[config.mk]
export PLATFORM = sky130hd
export DESIGN_NAME = logic_ex_stage
export DESIGN_NICKNAME = d
export VERILOG_FILES = /design/src/rtl/logic_ex_stage.sv
export SDC_FILE = /design/constraint.sdc
export NUM_CORES = 1
export LEC_CHECK = 0
export BUFFER_PORTS_ARGS = -buffer_cell sky130_fd_sc_hd__buf_2
export CELL_PAD_IN_SITES_DETAIL_PLACEMENT = 0
export CELL_PAD_IN_SITES_GLOBAL_PLACEMENT = 1
export CORE_UTILIZATION = 30
export CTS_CLUSTER_DIAMETER = 30
export DETAILED_ROUTE_END_ITERATION = 12
export PLACE_DENSITY = 0.69
export SLEW_MARGIN = 20
export SYNTH_ARGS = -nofsm -noshare
export SYNTH_HDL_FRONTEND = slang
export SYNTH_HIERARCHICAL = 1
export SYNTH_SLANG_ARGS = --single-unit
export TNS_END_PERCENT = 20
[constraint.sdc]
create_clock -name CLK -period 2.9 [get_ports CLK]
set_input_delay 0 -clock CLK [delete_from_list [all_inputs] [get_ports CLK]]
set_output_delay 0 -clock CLK [all_outputs]
set_load 0.02 [all_outputs]
[src/rtl/logic_ex_stage.sv]
// Logic-unit execute stage: AND/OR/XOR/NOR on 32-bit operands,
// registered toward MEM/WB behind a 2-entry skid buffer.

module and_32 (
    input  logic [31:0] a,
    input  logic [31:0] b,
    output logic [31:0] y
);
    assign y = a & b;
endmodule

module or_32 (
    input  logic [31:0] a,
    input  logic [31:0] b,
    output logic [31:0] y
);
    assign y = a | b;
endmodule

module xor_32 (
    input  logic [31:0] a,
    input  logic [31:0] b,
    output logic [31:0] y
);
    assign y = a ^ b;
endmodule

module nor_32 (
    input  logic [31:0] a,
    input  logic [31:0] b,
    output logic [31:0] y
);
    assign y = ~(a | b);
endmodule

module logic_ex_stage (
    input  logic        CLK,
    input  logic        RSTn,
    input  logic        FLUSH,
    input  logic        IN_VALID,
    output logic        IN_READY,
    input  logic [1:0]  OP,
    input  logic [31:0] A,
    input  logic [31:0] B,
    input  logic [4:0]  DEST,
    output logic        OUT_VALID,
    input  logic        OUT_READY,
    output logic [31:0] Y,
    output logic        ZERO,
    output logic [4:0]  DEST_OUT
);

    typedef struct packed {
        logic [31:0] y;
        logic        zero;
        logic [4:0]  dest;
    } entry_t;

    typedef enum logic [1:0] {
        EMPTY,
        ONE,
        TWO
    } state_t;

    state_t      state_q;
    state_t      state_d;
    entry_t      or_q;
    entry_t      sk_q;
    entry_t      in_entry;
    logic [31:0] y_and;
    logic [31:0] y_or;
    logic [31:0] y_xor;
    logic [31:0] y_nor;
    logic [31:0] res;
    logic        accept;
    logic        drain;
    logic        load_or_in;
    logic        load_or_sk;
    logic        load_sk;

    and_32 u_and (.a(A), .b(B), .y(y_and));
    or_32  u_or  (.a(A), .b(B), .y(y_or));
    xor_32 u_xor (.a(A), .b(B), .y(y_xor));
    nor_32 u_nor (.a(A), .b(B), .y(y_nor));

    always_comb begin
        res = y_and;
        case (OP)
            2'b00:   res = y_and;
            2'b01:   res = y_or;
            2'b10:   res = y_xor;
            2'b11:   res = y_nor;
            default: res = y_and;
        endcase
    end

    assign in_entry = '{y: res, zero: (res == 32'd0), dest: DEST};

    assign IN_READY  = (state_q != TWO);
    assign OUT_VALID = (state_q != EMPTY);
    assign accept    = IN_VALID & IN_READY;
    assign drain     = OUT_VALID & OUT_READY;

    always_comb begin
        state_d    = state_q;
        load_or_in = 1'b0;
        load_or_sk = 1'b0;
        load_sk    = 1'b0;
        unique case (state_q)
            EMPTY: begin
                if (accept) begin
                    state_d    = ONE;
                    load_or_in = 1'b1;
                end
            end
            ONE: begin
                if (accept && !drain) begin
                    state_d = TWO;
                    load_sk = 1'b1;
                end else if (accept && drain) begin
                    load_or_in = 1'b1;
                end else if (drain) begin
                    state_d = EMPTY;
                end
            end
            TWO: begin
                if (drain) begin
                    state_d    = ONE;
                    load_or_sk = 1'b1;
                end
            end
            default: state_d = EMPTY;
        endcase
        // Squash wins: nothing captured this cycle survives.
        if (FLUSH) begin
            state_d    = EMPTY;
            load_or_in = 1'b0;
            load_or_sk = 1'b0;
            load_sk    = 1'b0;
        end
    end

    always_ff @(posedge CLK or negedge RSTn) begin
        if (!RSTn) begin
            state_q <= EMPTY;
            or_q    <= '0;
            sk_q    <= '0;
        end else begin
            state_q <= state_d;
            if (load_or_in) begin
                or_q <= in_entry;
            end else if (load_or_sk) begin
                or_q <= sk_q;
            end
            if (load_sk) begin
                sk_q <= in_entry;
            end
        end
    end

    assign Y        = or_q.y;
    assign ZERO     = or_q.zero;
    assign DEST_OUT = or_q.dest;

endmodule

==> reports/results.ini, run 1 <==
[yosys]
ys_types = 33
synth-xor-area-share = 0.0571
syn_inst = 434
synth_top_family_by_area = multiplexers
synthAdderAreaFrac = 0
yosysWarningCount = 6
seq_area_frac_synth = 0.398
syn_area_per_cell_um2 = 11.3
muxShareOfSynthArea = 0.301
synth_seq_cells = 78
synth_nets = 510
synthesis.area_mm2 = 0.00491
yosys.area_share.simple = 0.168
synth_compound_area_frac = 0.0502

[worst_setup_path]
endpoint_kind = flop
r2r-start = state_q[1]$_DFFE_PN0P_
crit_required_ns = 3.12
startpoint_type = flop
r2r_slack_ns = 0.90
reg2reg_depth = 5
timing.rr.end = DEST_OUT[1]$_DFFE_PN0P_
arrival_ns = 2.21
worstSetupEndpoint = DEST_OUT[1]$_DFFE_PN0P_
crit_fanout = 40
crit_start = state_q[1]$_DFFE_PN0P_
criticalPathCategory = reg -> reg

[layout]
nNetsFinal = 627
final_common_cell = buf_2
diodes = 0
syn_to_final_growth_pct = 23.9
fillers = 1596
layout_common_cells = 114 x buf_2, 78 x dfrtp_1, 38 x mux2_2, 35 x and2_1, 35 x nand2_1
final_cells = 771
drive_above_1_share = 0.378

[floorplanning]
rows = 46
die_width_um = 130
die_h_um = 130
ioPinCount = 116
start_util = 0.308
core_mm2 = 0.0159
die_area_mm2 = 0.0169

[cts]
cts_root_buf = clkbuf_16
cts_buffer_depth = 2
cts_tree = done
insertion_delay_ns = 0.34
cts_sinks = 78
cts.clk_slew.worst_paths_ns = 0.06
numCtsBuffers = 9
h-tree-depth = 3
post_cts_resized = 0

[power]
vdd_drop_max_uv = 276
p_leak_nw = 2.62
p_per_area_mw_per_mm2 = 572

[timing]
rsz0062_at_grt = false
fin_crit_sh = 0.688
setup_viol = 0
tightest_slew_ns = 0.822
period_needed_ns = 2.00
tns_ns = 0
max_freq_mhz = 501
finalClockSkew_ns = 0.00788
maxSlewViolCount = 0
hold_violations = 0
slew_headroom = 0.452

[hold_path]
hp-start = IN_VALID
hold_class = in -> reg

[drt]
first_iter_violations = 169
first_pass_iters = 4
drc = 0
ant_nets = 0
wirelength_um = 11300
num_vias = 3617
routedWlPerCell_um = 14.7
via_per_inst = 4.69

[place]
placed_cells_incl_taps = 747
hpwl_um = 8170
portBuffers = 115
gp_congestion = 0.731

[global_route]
grt_pass1_wl_um = 17600
grt.total_usage = 0.138
antenna_found_initial = 1
grt_max_degree = 79
grt_pass1_vias = 3457
grt_overflow = 0

[run_status]
status = complete, no violations

[flow_run]
maxCapViolations = 0

[state kept, by name, summed over array words and instances (netlist names)]
register and flops:
DEST_OUT 5, Y 32, ZERO 1, sk_q 38, state_q 2
[stage by stage]
step | worst slack, ns | area (um^2) | hold WS [ns] | util | total power, mW
CTS | 0.898 | 6080 | 0.137 | 0.381 | 3.53
finish | 0.905 | 6080 | 0.140 | 0.381 | 3.48
global placement | 0.702 | 5710 | 0.222 | 0.358 | 2.43
floorplan | 1.17 | 4910 | -0.296 | - | 2.11
global route | 0.735 | 6080 | 0.150 | 0.381 | 3.68
detailed placement | 0.684 | 5710 | 0.233 | 0.358 | 2.47
[synthesized netlist by cell type]
master	n	area [um^2]
a211oi_1	1	7.51
a21oi_1	1	5.00
a221o_1	5	50.1
and2_0	2	12.5
and2_1	35	219
buf_1	3	11.3
buf_12	1	20.0
buf_2	6	30.0
buf_4	1	7.51
buf_6	2	22.5
clkbuf_1	10	37.5
dfrtp_1	78	1950
mux2_2	38	428
mux2i_1	33	330
mux4_2	32	721
nand2_1	35	131
nand2b_1	1	6.26
nand3b_1	1	7.51
nand4_1	2	12.5
nor2_1	34	128
nor2b_1	2	12.5
nor3b_2	1	12.5
nor4_1	7	43.8
nor4_2	1	12.5
nor4bb_1	1	10.0
o21ai_0	22	110
o21ai_1	10	50.1
o22a_1	1	8.76
o31ai_1	2	15.0
or2_1	32	200
or2_2	1	6.26
or3b_2	1	8.76
xor2_1	32	280
[critical path, cell delays in order, from the launching register on]
cell	delay [ns]
dfrtp_1	0.43
nor2b_1	0.31
nor3b_4	0.25
buf_4	0.38
nor2_1	0.18
a221o_1	0.32
[how the worst min path moves through the flow]
stage / endpoint / slack, ns / cells after the start
after floorplan: DEST_OUT[0]$_DFFE_PN0P_ / -0.30 / 0
after global placement: Y[3]$_DFFE_PN0P_ / 0.22 / 1
after detailed placement: state_q[1]$_DFFE_PN0P_ / 0.23 / 2
after CTS: state_q[0]$_DFFE_PN0P_ / 0.14 / 4
after global routing: state_q[0]$_DFFE_PN0P_ / 0.15 / 4
final: state_q[0]$_DFFE_PN0P_ / 0.14 / 4
[per-layer routing]
metal,global-route usage,part of all wire
met5,0,0.0012
met1,0.179,0.46
met4,0.0492,0.014
met3,0.0369,0.048
met2,0.223,0.48
[repair_timing]
item / in CTS / in global routing
hold endpoints to repair: 90 / 0
buffers inserted: 0 / 0
hold buffers: 9 / 0
[area by class of cell]
cell class	count	area, um^2	area share
multi-input cells	333	2850	0.469
flip-flops and latches	78	1950	0.321
repair buffers	129	734	0.121
well taps	216	270	0.0444
clock buffers	11	253	0.0416
clock inverters	4	22.5	0.00370
[power breakdown]
| group | leakage [nW] | switching, mW | total, mW | internal (mW) |
|---|---|---|---|---|
| Sequential | 0.979 | 0.147 | 1.51 | 1.36 |
| Combinational | 1.50 | 0.472 | 0.928 | 0.456 |
| Clock | 0.137 | 0.426 | 1.04 | 0.616 |
| Total | 2.62 | 1.05 | 3.48 | 2.44 |
[cell families (layout without fill, tap and decap cells)]
logic type,after synthesis,count (layout)
multiplexers,103,103
buffers and inverters,23,144
AND/OR/NAND/NOR,156,156
AO/OA/AOI/OAI,42,42
flip-flops,78,78
XOR/XNOR,32,32
Note: power is estimated with default switching activity, not from simulation.
==> run 2: changes to the inputs <==
--- a/config.mk
+++ b/config.mk
@@ -5,13 +5,14 @@
 export SDC_FILE = /design/constraint.sdc
 export NUM_CORES = 1
 export LEC_CHECK = 0
+export ABC_AREA = 1
 export BUFFER_PORTS_ARGS = -buffer_cell sky130_fd_sc_hd__buf_2
 export CELL_PAD_IN_SITES_DETAIL_PLACEMENT = 0
 export CELL_PAD_IN_SITES_GLOBAL_PLACEMENT = 1
 export CORE_UTILIZATION = 30
 export CTS_CLUSTER_DIAMETER = 30
 export DETAILED_ROUTE_END_ITERATION = 12
-export PLACE_DENSITY = 0.69
+export PLACE_DENSITY = 0.75
 export SLEW_MARGIN = 20
 export SYNTH_ARGS = -nofsm -noshare
 export SYNTH_HDL_FRONTEND = slang
==> constraint.sdc (replaced) <==
create_clock -name CLK -period 1.88 [get_ports CLK]
set_input_delay 0 -clock CLK [delete_from_list [all_inputs] [get_ports CLK]]
set_output_delay 0 -clock CLK [all_outputs]
set_load 0.02 [all_outputs]
==> run 2 against run 1 <==
Compared with the run above:
- setup slack worse by 0.72 ns
- critical path depth stayed put
- design area is 15% higher
- largest cell class unchanged
- largest power group unchanged
==> reports/results.ini, run 2 <==
[timing]
whs_ns = 0.133  ; -0.00716 ns
maxSlewViolCount = 0  ; unchanged
finalClockSkew_ns = 0.00630  ; -0.00157 ns
tightest_slew_ns = 0.590  ; -0.232 ns
period_needed_ns = 1.69  ; -0.301 ns
max_freq_mhz = 590  ; +18%
tns_ns = 0  ; unchanged
rsz0062_at_grt = false
slew_headroom = 0.607  ; +0.155
fin_crit_sh = 0.901  ; +0.213
fin_ws_ns = 0.185  ; -0.719 ns
hold_violations = 0  ; unchanged
setup_viol = 0  ; unchanged

[drt]
num_vias = 5853  ; +62%
ant_nets = 0  ; unchanged
drc = 0  ; unchanged
wirelength_um = 16000  ; +41%
first_pass_iters = 6  ; +2
routedWlPerCell_um = 12.3  ; -16%
first_iter_violations = 414  ; +140%
via_per_inst = 4.50  ; -4.2%

[place]
dpl_cell_area_mm2 = 0.00662  ; +16%
placed_cells_incl_taps = 1278  ; +71%
portBuffers = 115  ; unchanged
gp_congestion = 0.746  ; +2.0%
hpwl_um = 11700  ; +44%
pre_cts_ws_ns = 0.241  ; -0.443 ns

[global_route]
antenna_found_initial = 0  ; -1
grt_max_degree = 67  ; -15%
grt_overflow = 0  ; unchanged
grt.total_usage = 0.168  ; +0.0296
grt_pass1_wl_um = 26600  ; +52%
grt_pass1_vias = 5397  ; +56%

[cts]
cts_sinks = 78  ; unchanged
cts_tree = done
insertion_delay_ns = 0.33  ; about the same
numCtsBuffers = 9  ; unchanged
h-tree-depth = 3  ; unchanged
cts_root_buf = clkbuf_16
cts_buffer_depth = 2  ; unchanged
cts.clk_slew.worst_paths_ns = 0.06  ; about the same

[yosys]
syn_inst = 949  ; +120%
synthesis.area_mm2 = 0.00574  ; +17%
synth_seq_cells = 78  ; unchanged
synth_most_common_cell = nand2_1
syn_area_per_cell_um2 = 6.05  ; -47%
synthTopCellsByArea = dfrtp_1 34%, nand2_1 17%, inv_1 16%
seq_area_frac_synth = 0.340  ; -0.0573
yosysWarningCount = 6  ; unchanged
ys_types = 25  ; -24%
synth_top_cell_by_area = dfrtp_1
ys.flop_type = dfrtp_1
synth_nets = 1025  ; +100%
synth_edf_count = 0  ; unchanged
async_reset_ff_frac = 1.00  ; unchanged
yosys-top-cells-count = 258 x nand2_1, 238 x inv_1, 136 x nand3_1
synth_top_area_share = 0.340  ; -0.0573

[layout]
largest_register = sk_q
design_area_mm2 = 0.00702  ; +15%
fin_util = 0.375  ; -0.00631
final_cells = 1302  ; +69%
final_common_cell = nand2_1
nNetsFinal = 1139  ; +82%
layout_common_cells = 257 x nand2_1, 238 x inv_1, 135 x nand3_1, 114 x buf_2, 96 x nor2_1
diodes = 0  ; unchanged
drive_above_1_share = 0.154  ; -0.225
syn_to_final_growth_pct = 22.3
largest_reg_flops = 38  ; unchanged

[power]
p_leak_nw = 4.24  ; +62%
total_power_mw = 6.13  ; +76%
p_per_area_mw_per_mm2 = 873  ; +53%
vdd_drop_max_uv = 455  ; +65%

[worst_setup_path]
crit_required_ns = 2.14  ; -0.98 ns
criticalPathCategory = reg -> reg
crit_fanout = 11  ; -73%
arrival_ns = 1.96  ; -0.25 ns
r2r_slack_ns = 0.19  ; -0.72 ns
endpoint_kind = flop
startpoint_type = flop

[floorplanning]
core_mm2 = 0.0187  ; +17%
rows = 50  ; +8.7%
die_area_mm2 = 0.0197  ; +17%
die_h_um = 140  ; +8.0%
ioPinCount = 116  ; unchanged
die_width_um = 140  ; +8.0%
start_util = 0.307  ; -0.00127

[hold_path]
hold_class = in -> reg

[run_status]
status = complete, no violations

[flow_run]
maxCapViolations = 0  ; unchanged

## run 2: logic make-up after synthesis
| kind of cell | Yosys count | synth area share |
|---|---|---|
| simple gates | 501 | 0.363 |
| buf+inv | 283 | 0.194 |
| compound gates | 87 | 0.103 |
| flops | 78 | 0.340 |
## run 2: timing repair
| item | in CTS | in global routing |
|---|---|---|
| gates resized for setup | 0 | 1 |
| hold buffers | 8 | 0 |
| endpoints found under the hold margin | 41 | 0 |
| setup endpoints to repair | 0 | 1 |
| setup buffers | 0 | 0 |
## run 2: worst paths after layout
path | startpoint | to | cells after the start
worst min-delay path | OUT_READY | state_q[0]$_DFFE_PN0P_ | 3
worst min register to register | sk_q[35]$_DFFE_PN0P_ | sk_q[35]$_DFFE_PN0P_ | 2
min in group asynchronous | RSTn | Y[4]$_DFFE_PN0P_ | 2
max in group asynchronous | RSTn | sk_q[31]$_DFFE_PN0P_ | 3
worst max register to register | state_q[1]$_DFFE_PN0P_ | state_q[1]$_DFFE_PN0P_ | 5
worst max-delay path | state_q[1]$_DFFE_PN0P_ | state_q[1]$_DFFE_PN0P_ | 5
## run 2: final cells by class
class | count | area (um^2)
fill | 2037 | 11700
clock buffer | 11 | 253
inverter | 240 | 911
sequential | 78 | 1950
tap | 234 | 293
multi-input combinational | 588 | 2690
timing repair buffer | 146 | 868
clock inverter | 5 | 56.3
## run 2: routing by layer
metal | global-route usage | vias to the layer above | share of wire
li1 | - | 3125 | -
met1 | 0.231 | 2574 | 0.49
met2 | 0.277 | 139 | 0.45
met3 | 0.0243 | 15 | 0.047
met4 | 0.0411 | 0 | 0.012
met5 | 0 | - | 0
## run 2: report_power, final
part	switching, mW	internal (mW)
Sequential	0.279	2.15
Combinational	1.21	0.714
Clock	0.671	1.10
## run 2: worst max-delay path, stage by stage, from the launching register on
cell and delay, ns:
dfrtp_1 0.44, nor3_2 0.26, nand3_2 0.10, buf_4 0.18, o41ai_1 0.06, dlygate4sd3_1 0.60
==> run 3: changes to the inputs <==
--- a/config.mk
+++ b/config.mk
@@ -11,6 +11,7 @@
 export CELL_PAD_IN_SITES_GLOBAL_PLACEMENT = 1
 export CORE_UTILIZATION = 30
 export CTS_CLUSTER_DIAMETER = 30
+export CTS_CLUSTER_SIZE = 20
 export DETAILED_ROUTE_END_ITERATION = 12
 export PLACE_DENSITY = 0.75
 export SLEW_MARGIN = 20
==> constraint.sdc (replaced) <==
create_clock -name CLK -period 1.88 [get_ports CLK]
set_input_delay 0.282 -clock CLK [delete_from_list [all_inputs] [get_ports CLK]]
set_output_delay 0.282 -clock CLK [all_outputs]
set_load 0.02 [all_outputs]
==> run 3 against run 2 <==
Compared with the run above:
- clock-buffer cell count is the same
- first-iteration DRC count shrank 23%
- worst hold slack gained 0.022 ns
- design area grew 1.9%
- sequential cell count is the same
- via count is essentially flat
- non-clock buffer count grew 12
- register-to-register slack gained 0.11 ns
- fmax grew 7.0%
- global-route usage shrank 0.46 points
- clock power grew 8%
- critical endpoint is now Y[25]$_DFFE_PN0P_
- largest cell class unchanged
==> reports/results.ini, run 3 (synthesis results as in run 2) <==
[cts]
cts.clk_slew.worst_paths_ns = 0.06  ; about the same
cts_root_buf = clkbuf_16
cts_sinks = 78  ; unchanged
h-tree-depth = 3  ; unchanged
cts_tree = done
cts_setup_buffers = 0  ; unchanged
numCtsBuffers = 9  ; unchanged
cts_buffer_depth = 2  ; unchanged
ctsHoldBuffers = 1  ; -7
insertion_delay_ns = 0.33  ; about the same
post_cts_resized = 0  ; unchanged

[floorplanning]
rows = 50  ; unchanged
start_util = 0.307  ; unchanged
ioPinCount = 116  ; unchanged
die_width_um = 140  ; unchanged
die_area_mm2 = 0.0197  ; unchanged
die_h_um = 140  ; unchanged
core_mm2 = 0.0187  ; unchanged

[drt]
first_pass_iters = 5  ; -1
routedWlPerCell_um = 11.9  ; -3.2%
wirelength_um = 15600  ; -2.3%
via_per_inst = 4.45  ; -0.96%
ant_nets = 0  ; unchanged
drc = 0  ; unchanged
num_vias = 5850  ; -0.051%
first_iter_violations = 319  ; -23%

[layout]
diodes = 0  ; unchanged
layout_common_cells = 257 x nand2_1, 238 x inv_1, 135 x nand3_1, 114 x buf_2, 96 x nor2_1
drive_above_1_share = 0.169  ; +0.0150
fillers = 2024  ; -0.64%
design_area_mm2 = 0.00715  ; +1.9%
final_cells = 1314  ; +0.92%
syn_to_final_growth_pct = 24.6
seqCellArea_mm2 = 0.00195  ; unchanged
largest_reg_flops = 38  ; unchanged
largest_register = sk_q
final_common_cell = nand2_1
nNetsFinal = 1151  ; +1.1%
multiInputGateArea_mm2 = 0.00268  ; -0.19%

[hold_path]
hp-start = FLUSH
hold_class = in -> reg

[place]
hpwl_um = 11700  ; -0.30%
pre_cts_ws_ns = 0.0472  ; -0.194 ns
dpl_cell_area_mm2 = 0.00680  ; +2.7%
placed_cells_incl_taps = 1297  ; +1.5%
portBuffers = 115  ; unchanged
gp_congestion = 0.863  ; +16%

[worst_setup_path]
arrival_ns = 1.77  ; -0.19 ns
startpoint_type = flop
criticalPathCategory = reg -> reg
crit_required_ns = 2.07  ; -0.07 ns
r2r_slack_ns = 0.30  ; +0.11 ns
r2r-start = state_q[1]$_DFFE_PN0P_
crit_fanout = 40  ; +29
crit_start = state_q[1]$_DFFE_PN0P_
endpoint_kind = flop

[timing]
rsz0062_at_grt = false
fin_crit_sh = 0.843  ; -0.0587
maxSlewViolCount = 0  ; unchanged
tns_ns = 0  ; unchanged
max_freq_mhz = 631  ; +7.0%
tightest_slew_ns = 0.505  ; -0.0851 ns
fin_ws_ns = 0.296  ; +0.110 ns
period_needed_ns = 1.58  ; -0.110 ns
hold_violations = 0  ; unchanged
finalClockSkew_ns = 0.00882  ; +0.00252 ns
slew_headroom = 0.662  ; +0.0555
setup_viol = 0  ; unchanged

[global_route]
grt_max_degree = 78  ; +16%
antenna_found_initial = 0  ; unchanged
grt_pass1_vias = 5281  ; -2.1%
grt_overflow = 0  ; unchanged
grt.total_usage = 0.163  ; -0.00457
grt_pass1_wl_um = 26000  ; -2.3%

[power]
p_leak_nw = 4.32  ; +1.9%
total_power_mw = 6.32  ; +3.1%
vdd_drop_max_uv = 598  ; +31%
p_per_area_mw_per_mm2 = 884  ; +1.3%

[flow_run]
maxCapViolations = 0  ; unchanged

[run_status]
status = complete, no violations

==> run 3: layer usage <==
metal | part of all wire | up-vias | routed length (um) | GRT usage
met5 | 0 | - | 0 | 0
met3 | 0.036 | 10 | 562 | 0.0185
met4 | 0.0080 | 0 | 125 | 0.0364
met2 | 0.46 | 111 | 7140 | 0.265
met1 | 0.50 | 2583 | 7780 | 0.232
li1 | - | 3146 | - | -
==> run 3: worst max-delay path: stages, from the launching register on <==
cell and delay [ns]:
dfrtp_1 0.42, nor2_1 0.15, inv_1 0.07, o21ai_0 0.18, nand2_2 0.10, buf_4 0.26, nand3_1 0.12, o221ai_1 0.11
==> run 3: final timing paths <==
check | depth (start not counted) | end
max | 7 | Y[25]$_DFFE_PN0P_
min in group asynchronous | 2 | sk_q[10]$_DFFE_PN0P_
min reg2reg | 2 | sk_q[36]$_DFFE_PN0P_
max in group asynchronous | 3 | Y[23]$_DFFE_PN0P_
min | 2 | state_q[1]$_DFFE_PN0P_
max reg2reg | 7 | Y[25]$_DFFE_PN0P_
==> run 3: power breakdown <==
group	internal, mW	switching (mW)	total [mW]
combinational	0.763	1.20	1.97
clock	1.24	0.689	1.92
sequential	2.15	0.273	2.43
==> run 3: cell type report <==
| class | instances | area share |
|---|---|---|
| Multi-Input combinational cell | 588 | 0.375 |
| Inverter | 240 | 0.127 |
| Tap cell | 234 | 0.0410 |
| Timing Repair Buffer | 158 | 0.137 |
| Clock inverter | 5 | 0.0114 |
| Clock buffer | 11 | 0.0354 |
| Sequential cell | 78 | 0.273 |
==> run 3: through the flow <==
| step | util | hold slack, ns |
|---|---|---|
| after floorplan | - | -0.0136 |
| after global placement | 0.364 | 0.249 |
| after detailed placement | 0.364 | 0.246 |
| after CTS | 0.382 | 0.152 |
| after global routing | 0.382 | 0.158 |
| final | 0.382 | 0.155 |
